--- config.mk ---
export PLATFORM = sky130hd
export DESIGN_NAME = elastic_mux
export DESIGN_NICKNAME = d
export VERILOG_FILES = /design/src/rtl/elastic_mux.sv
export SDC_FILE = /design/constraint.sdc
export NUM_CORES = 1
export LEC_CHECK = 0
export CAP_MARGIN = 0
export CORE_MARGIN = 4
export CORE_UTILIZATION = 40
export CTS_CLUSTER_SIZE = 10
export DETAILED_ROUTE_END_ITERATION = 10
export GPL_ROUTABILITY_DRIVEN = 0
export PLACE_DENSITY = 0.85
export SLEW_MARGIN = 10
export SYNTH_ARGS = -nofsm -noshare
export SYNTH_HDL_FRONTEND = slang
export SYNTH_SLANG_ARGS = --single-unit
--- constraint.sdc ---
create_clock -name clk -period 6.23 [get_ports clk]
set_clock_uncertainty 0.15 [all_clocks]
set_input_delay 1.5575 -clock clk [delete_from_list [all_inputs] [get_ports clk]]
set_output_delay 1.5575 -clock clk [all_outputs]
set_load 0.05 [all_outputs]
--- src/rtl/elastic_mux.sv ---
// elastic_mux: registered valid/ready multiplexer for PE and switch-box use.
//   Selects one of NUM_INPUTS elastic streams and forwards it through a
//   single output register. Mode 0 forwards the configured channel only;
//   mode 1 merges all channels with a round-robin arbiter.
//
// Ports
//   clk, rst                 clock, async active-high reset
//   config_en/sel/mode       configuration load (blocks input transfers that cycle)
//   in_data/in_valid         packed input channels, channel i at [i*DW +: DW]
//   in_ready                 per-channel ready (combinational, not a function of in_valid in static mode)
//   out_data/out_valid/out_src  registered output word, valid and source channel
//   out_ready                downstream ready
module elastic_mux #(
  parameter  int NUM_INPUTS = 4,
  parameter  int DATA_WIDTH = 32,
  localparam int SEL_W      = (NUM_INPUTS > 1) ? $clog2(NUM_INPUTS) : 1
) (
  input  logic                             clk,
  input  logic                             rst,
  input  logic                             config_en,
  input  logic [SEL_W-1:0]                 config_sel,
  input  logic                             config_mode,
  input  logic [NUM_INPUTS*DATA_WIDTH-1:0] in_data,
  input  logic [NUM_INPUTS-1:0]            in_valid,
  output logic [NUM_INPUTS-1:0]            in_ready,
  output logic [DATA_WIDTH-1:0]            out_data,
  output logic                             out_valid,
  input  logic                             out_ready,
  output logic [SEL_W-1:0]                 out_src
);

  logic [SEL_W-1:0]      r_sel;
  logic                  r_mode;
  logic [SEL_W-1:0]      r_rr_ptr;
  logic [DATA_WIDTH-1:0] r_out_data;
  logic                  r_out_valid;
  logic [SEL_W-1:0]      r_out_src;

  logic                  w_load;
  logic                  w_sel_ok;
  logic [SEL_W:0]        w_idx;
  logic [SEL_W-1:0]      w_gnt;
  logic                  w_gnt_vld;
  logic [SEL_W-1:0]      w_pick;
  logic                  w_pick_ok;
  logic                  w_en;
  logic [NUM_INPUTS-1:0] w_ready;
  logic                  w_xfer;
  logic [SEL_W-1:0]      w_xfer_src;
  logic [DATA_WIDTH-1:0] w_din;

  // Output register can take a word when empty or draining this cycle.
  assign w_load   = !r_out_valid || out_ready;
  // Extra bit keeps the compare meaningful when NUM_INPUTS is a power of two.
  assign w_sel_ok = {1'b0, r_sel} < (SEL_W+1)'(NUM_INPUTS);

  // Round-robin: first valid channel at or after rr_ptr, wrapping.
  always_comb begin
    w_gnt     = '0;
    w_gnt_vld = 1'b0;
    w_idx     = '0;
    for (int k = 0; k < NUM_INPUTS; k++) begin
      w_idx = {1'b0, r_rr_ptr} + (SEL_W+1)'(k);
      if (w_idx >= (SEL_W+1)'(NUM_INPUTS))
        w_idx = w_idx - (SEL_W+1)'(NUM_INPUTS);
      if (!w_gnt_vld && in_valid[w_idx[SEL_W-1:0]]) begin
        w_gnt     = w_idx[SEL_W-1:0];
        w_gnt_vld = 1'b1;
      end
    end
  end

  assign w_pick    = r_mode ? w_gnt     : r_sel;
  assign w_pick_ok = r_mode ? w_gnt_vld : w_sel_ok;
  assign w_en      = !rst && w_load && !config_en && w_pick_ok;

  // Per-channel ready decode.
  for (genvar i = 0; i < NUM_INPUTS; i++) begin : g_lane
    assign w_ready[i] = w_en && (w_pick == SEL_W'(i));
  end
  assign in_ready = w_ready;

  // At most one ready bit is set, so an OR-style priority mux is exact.
  always_comb begin
    w_din      = '0;
    w_xfer_src = '0;
    for (int i = 0; i < NUM_INPUTS; i++) begin
      if (w_ready[i]) begin
        w_din      = in_data[i*DATA_WIDTH +: DATA_WIDTH];
        w_xfer_src = SEL_W'(i);
      end
    end
  end

  assign w_xfer = |(in_valid & w_ready);

  always_ff @(posedge clk or posedge rst) begin
    if (rst) begin
      r_sel       <= '0;
      r_mode      <= 1'b0;
      r_rr_ptr    <= '0;
      r_out_data  <= '0;
      r_out_valid <= 1'b0;
      r_out_src   <= '0;
    end else begin
      if (config_en) begin
        r_sel    <= config_sel;
        r_mode   <= config_mode;
        r_rr_ptr <= '0;
      end else if (w_xfer && r_mode) begin
        r_rr_ptr <= (w_xfer_src == SEL_W'(NUM_INPUTS-1)) ? '0 : w_xfer_src + 1'b1;
      end

      if (w_xfer) begin
        r_out_data  <= w_din;
        r_out_src   <= w_xfer_src;
        r_out_valid <= 1'b1;
      end else if (out_ready) begin
        r_out_valid <= 1'b0;
      end
    end
  end

  assign out_data  = r_out_data;
  assign out_valid = r_out_valid;
  assign out_src   = r_out_src;

endmodule

==> impl_metrics.yaml, run 1 <==
final_layout:
  n_fill_cell: 527
  drive_gt1_share_pct: 13.9
  synthToLayoutAreaGrowth_pct: 68.5
  multi_input_comb_area_um2: 1720
  final_net_count: 554
  n_antenna_cell: 0
  layout.area.seq_um2: 1000
setup_path:
  critical_path_peak_fanout: 7
  ff2ff_setup_slack_ns: 2.97
  slowest_stage: "clkdlybuf4s50_1"
  critical_path.most_common_cell: "clkdlybuf4s50_1"
  timing.critical_path.to_type: "output pin"
  cp_cell_sequence: "clkdlybuf4s50_1 > inv_1 > o2111a_1 > o2bb2ai_2 > nand3_2 > nor2_1 > clkdlybuf4s50_1"
  worst_ep_arrival_time_ns: 3.92
  startpoint_type: "input port"
  timing.critical_path.slowest_cell_delay_ns: 0.81
  critPathRequiredTime_ns: 4.52
  timing.setup.critical_path_class: "in2out"
cts:
  clk_root_buffer_cell: "clkbuf_8"
  htreeDepth: 2
  cts.repair_timing.setup_buffer_count: 0
  cts_tree: "built"
  cts_hold_repair.buffers: 0
  numCtsBuffers: 5
  number_of_resized_instances_in_the_post_cts_repair_step: 0
  clock_path_buffers: 2
  clk_latency_ns: 0.29
  clkSinkCount: 40
  clock_pin_slew_of_the_registers_on_the_worst_case_setup_and_hold_paths_ns: 0.08
synthesis:
  ys_flop_type: "dfrtp_1"
  mappedNetlistArea_um2: 2860
  netlist.top_cell.by_area: "dfrtp_1"
  async_flop_share_pct: 100
  proportion_of_synthesized_chip_area_in_sequential_cells_pct: 35.0
  synthDistinctLibCells: 29
  ys_seq_elements: 40
  yosys.cell_count.top_type: "mux2i_1"
  synth_fp_nets: 384
  yosys-top-cells-area: "dfrtp_1, mux2i_1, mux2_4, o22ai_1, mux2_2"
  number_of_enable_type_register_cells_in_the_synthesized_netlist: 0
  synthCells: 245
  synth_warnings: 0
  ys_top_cells_by_count: "mux2i_1, dfrtp_1, mux2_4, o22ai_1, buf_2"
  synthDominantCellAreaShare_pct: 35.0
  syn_area_cell_um2: 11.7
routing:
  initialDrtViolationCount: 62
  drt_pre_antenna_iters: 4
  dr_total_vias: 2591
  drcViolationCount: 0
  drt-vias-per-instance: 5.06
  finalWirelength_mm: 8.68
  routedWlPerCell_um: 17.0
  detail-route-antenna-nets: 0
place:
  buffer_ports.inserted: 177
  detailedPlace.worstSlack_ns: 0.625
  place_hpwl_mm: 6.72
sta:
  final.min_clock_period_ns: 5.63
  final_min_period_over_clock_period_pct: 90.4
  timing.final.max_slew_violations: 0
  fmax_mhz: 178
  finalSetupViolCount: 0
  final-hold-violation-count: 0
  setup_total_negative_slack_ns: 0
  post_layout_worst_setup_margin_ns: 0.598
  relSlewSlack_pct: 28.1
  worst_pin_slew_ns: 1.08
  grt_setup_unrepaired: "false"
status:
  status: "complete, no violations"
global_routing:
  first_pass_grt_wire_length_mm: 13.7
  grt_start_max_net_pins: 59
  grt_util_all_layers_pct: 20.1
  antenna_violations_before_repair: 0
  globalRoute.totalOverflow: 0
  grt_pass1_vias: 2680
power_and_ir_drop:
  ir_drop_mv: 0.116
  p_per_area_nw_per_um2: 297
  power.static_leakage_nw: 2.16
floorplanning:
  fp.dieArea_um2: 8560
  boundary_pin_count: 178
  rows: 30
  width_of_the_die_um: 92.5
  core_um2: 6870
  die_h_um: 92.5
  start_util_pct: 41.6
run:
  maxCapViolations: 0
min_path:
  timing.hold.worst.class: "reg2reg"
[cell type report]
type / instances / share of cell area, %
timing repair buffer: 181 / 37.3
tap: 96 / 2.49
inverter: 5 / 0.390
sequential: 40 / 20.8
multi-input combinational: 182 / 35.8
clock buffer: 5 / 1.43
clock inverter: 3 / 1.87
[kinds of logic (layout without fill, tap and decap cells)]
logic type	count (synthesis)	count (layout)	synth area share [%]
AOI/OAI and AO/OA	38	38	9.23
DFF	40	40	35.0
xor gates and xnor gates	1	1	0.306
muxes	109	109	43.5
and+or+nand+nor	34	34	6.96
buffers and inverters	23	194	4.95
[cells in the final DEF (no fill, tap or decap), types with 2 or more instances in the layout]
cell type	n
clkdlybuf4s50_1	175
mux2_2	7
bufinv_16	3
nand3_1	3
dfrtp_1	40
o22ai_1	26
nor2b_1	5
mux2i_1	73
nand2b_1	4
buf_4	6
inv_1	4
nor3_1	2
nor2_1	9
nand2_1	4
nand3_2	3
o2111ai_1	2
clkbuf_8	5
mux2_4	29
o21ai_0	2
[worst max-delay path, delay by kind of cell]
family,cells,cell delay [ns]
buffers and inverters,3,1.49
AOI/OAI and AO/OA,2,0.59
and+or+nand+nor,2,0.29
[path summary, 6_finish.rpt]
kind                             start     endpoint  cells past startpoint
max reg2reg                r_rr_ptr[0]  out_data[7]                      6
min in group asynchronous          rst    out_valid                      3
min reg2reg                 out_src[0]   out_src[0]                      1
min                         out_src[0]   out_src[0]                      1
max in group asynchronous          rst       r_mode                      3
max                        in_valid[1]  in_ready[3]                      7
[report_power, final]
part | leakage, nW | internal, mW | switching [mW] | total, mW
clock | 0.0784 | 0.200 | 0.0935 | 0.294
sequential | 0.524 | 0.329 | 0.0425 | 0.372
combinational | 1.56 | 0.348 | 0.416 | 0.764
total | 2.16 | 0.877 | 0.552 | 1.43
[state kept, by name, summed over array words and instances (netlist names)]
| name | flops |
|---|---|
| r_mode | 1 |
| r_sel | 2 |
| out_data | 32 |
| r_rr_ptr | 2 |
| out_valid | 1 |
| out_src | 2 |
[per-layer routing]
layer / vias to the layer above / share of wire (%) / global-route usage [%] / wire, um
li1: 1261 / - / - / -
met1: 1223 / 37 / 22.6 / 3200
met2: 101 / 54 / 36.9 / 4660
met3: 6 / 8.8 / 5.93 / 761
met4: 0 / 0.74 / 5.20 / 64
met5: - / 0 / 0 / 0
[through the flow]
step / area [um2] / total power [mW] / std cells / utilization [%] / hold WS (ns)
after floorplan: 2860 / 0.865 / 245 / - / 0.331
after global placement: 4660 / 1.13 / 504 / 67.8 / 0.338
after detailed placement: 4660 / 1.14 / 504 / 67.8 / 0.343
after CTS: 4820 / 1.44 / 512 / 70.1 / 0.366
after global routing: 4820 / 1.49 / 512 / 70.1 / 0.378
final: 4820 / 1.43 / 512 / 70.1 / 0.361
No activity file was read; power rests on OpenSTA's default activity.
==> run 2, diff against run 1 <==
--- a/config.mk
+++ b/config.mk
@@ -12,7 +12,6 @@
 export DETAILED_ROUTE_END_ITERATION = 10
 export GPL_ROUTABILITY_DRIVEN = 0
 export PLACE_DENSITY = 0.85
-export SLEW_MARGIN = 10
 export SYNTH_ARGS = -nofsm -noshare
 export SYNTH_HDL_FRONTEND = slang
 export SYNTH_SLANG_ARGS = --single-unit
==> results of run 2 <==
Final layout, timing and power as in run 1 (identical DEF).
==> run 3, diff against run 2 <==
--- a/config.mk
+++ b/config.mk
@@ -11,7 +11,7 @@
 export CTS_CLUSTER_SIZE = 10
 export DETAILED_ROUTE_END_ITERATION = 10
 export GPL_ROUTABILITY_DRIVEN = 0
-export PLACE_DENSITY = 0.85
+export PLACE_DENSITY = 0.89
 export SYNTH_ARGS = -nofsm -noshare
 export SYNTH_HDL_FRONTEND = slang
 export SYNTH_SLANG_ARGS = --single-unit
==> impl_metrics.yaml, run 3 (same netlist as run 1, synthesis figures left out) <==
status:
  status: "complete, no violations"
global_routing:
  grt_pass1_vias: 2847
  grt_start_max_net_pins: 59
  first_pass_grt_wire_length_mm: 14.0
  grt_util_all_layers_pct: 20.7
  antenna_violations_before_repair: 0
  globalRoute.totalOverflow: 0
sta:
  relSlewSlack_pct: 26.1
  fmax_mhz: 176
  final.min_clock_period_ns: 5.67
  grt_setup_unrepaired: "false"
  final-hold-violation-count: 0
  setup_total_negative_slack_ns: 0
  timing.final.max_slew_violations: 0
  hold_ws_ns: 0.357
  worst_pin_slew_ns: 1.11
  finalSetupViolCount: 0
  final_min_period_over_clock_period_pct: 91.0
min_path:
  hold_path_startpoint: "out_src[1]"
  whs_endpoint: "out_src[1]"
  timing.hold.worst_path_depth: 1
  timing.hold.worst.class: "reg2reg"
setup_path:
  worst_r2r_startpoint: "r_rr_ptr[0]"
  critical_path.most_common_cell: "clkdlybuf4s50_1"
  worst_ep_arrival_time_ns: 3.96
  startpoint_type: "input port"
  cp_cell_sequence: "clkdlybuf4s50_1 > mux2_2 > or4_1 > o2bb2ai_2 > nand3_2 > nor2_1 > clkdlybuf4s50_1"
  critical-path-top-delay-family: "buffers and inverters"
  reg2reg_to: "out_data[9]"
  ff2ff_setup_slack_ns: 2.89
  critPathRequiredTime_ns: 4.52
  slowest_stage: "clkdlybuf4s50_1"
  worstPathBufferInverterCount: 2
  timing.critical_path.to_type: "output pin"
  worstSetupStartpoint: "in_valid[2]"
  timing.critical_path.slowest_cell_delay_ns: 0.70
  timing.setup.critical_path_class: "in2out"
  critical_path_peak_fanout: 7
  worstRegToRegCells: 6
power_and_ir_drop:
  power.static_leakage_nw: 2.14
  p_per_area_nw_per_um2: 281
  ir_drop_mv: 0.114
cts:
  number_of_resized_instances_in_the_post_cts_repair_step: 0
  cts_hold_repair.buffers: 0
  clk_latency_ns: 0.28
  numCtsBuffers: 5
  clock_path_buffers: 2
  cts.repair_timing.setup_buffer_count: 0
  cts_tree: "built"
  clk_root_buffer_cell: "clkbuf_8"
  clkSinkCount: 40
  htreeDepth: 2
  clock_pin_slew_of_the_registers_on_the_worst_case_setup_and_hold_paths_ns: 0.07
floorplanning:
  die_h_um: 92.5
  rows: 30
  fp.dieArea_um2: 8560
  boundary_pin_count: 178
  core_um2: 6870
  width_of_the_die_um: 92.5
  start_util_pct: 41.6
final_layout:
  final_net_count: 554
  drive_gt1_share_pct: 13.7
  layout_common_cells: "clkdlybuf4s50_1, mux2i_1, dfrtp_1"
  layout.core_utilization_pct: 69.4
  stdcell_area_um2: 4770
  layout_cells_excl_fill: 512
  most_frequent_standard_cell_in_the_layout_excluding_fill_and_tap_cells: "clkdlybuf4s50_1"
  largest_register_ff_count: 32
  synthToLayoutAreaGrowth_pct: 66.7
  n_antenna_cell: 0
routing:
  detail-route-antenna-nets: 0
  finalWirelength_mm: 8.84
  dr_total_vias: 2618
  drt-vias-per-instance: 5.11
  initialDrtViolationCount: 78
  routedWlPerCell_um: 17.3
  drcViolationCount: 0
  drt_pre_antenna_iters: 4
run:
  maxCapViolations: 0
place:
  place_hpwl_mm: 6.82
  buffer_ports.inserted: 177
  post-place-cells: 504
  placement.cell_area_um2: 4660
## run 3: changes by cell type in the layout (fill, tap and decap cells not counted), sizes merged
cell    delta
bufinv     -2
clkbuf     +1
clkinv     +1
## run 3: final cells by class
type | count | area (um2)
sequential | 40 | 1000
fill | 531 | 2100
tap | 96 | 120
inverter | 5 | 18.8
clock inverter | 2 | 35.0
timing repair buffer | 181 | 1800
multi-input combinational | 182 | 1720
clock buffer | 6 | 72.6
## run 3: stage by stage
step	worst slack [ns]	total power [mW]
finish	0.562	1.34
CTS	0.586	1.35
global route	0.436	1.40
floorplan	1.50	0.865
detailed placement	0.593	1.14
global placement	0.676	1.13
## run 3: worst max-delay path by stage
| stage | endpoint | slack (ns) | depth (start not counted) |
|---|---|---|---|
| 4_1_cts | in_ready[3] | 0.59 | 7 |
| 2_1_floorplan | in_ready[2] | 1.50 | 3 |
| 3_3_place_gp | in_ready[3] | 0.68 | 7 |
| 5_1_grt | in_ready[3] | 0.44 | 7 |
| 6_report | in_ready[3] | 0.56 | 7 |
| 3_5_place_dp | in_ready[3] | 0.59 | 7 |
## run 3: power breakdown
group,internal (mW),switching (mW)
Clock,0.119,0.0863
Combinational,0.348,0.416
Sequential,0.329,0.0417
Total,0.796,0.544
## run 3: layer usage
layer	part of all wire (%)	global-route usage (%)	vias up
met1	36	22.4	1243
li1	-	-	1260
met2	54	38.4	107
met5	0	0	-
met3	8.6	6.58	8
met4	1.1	5.57	0
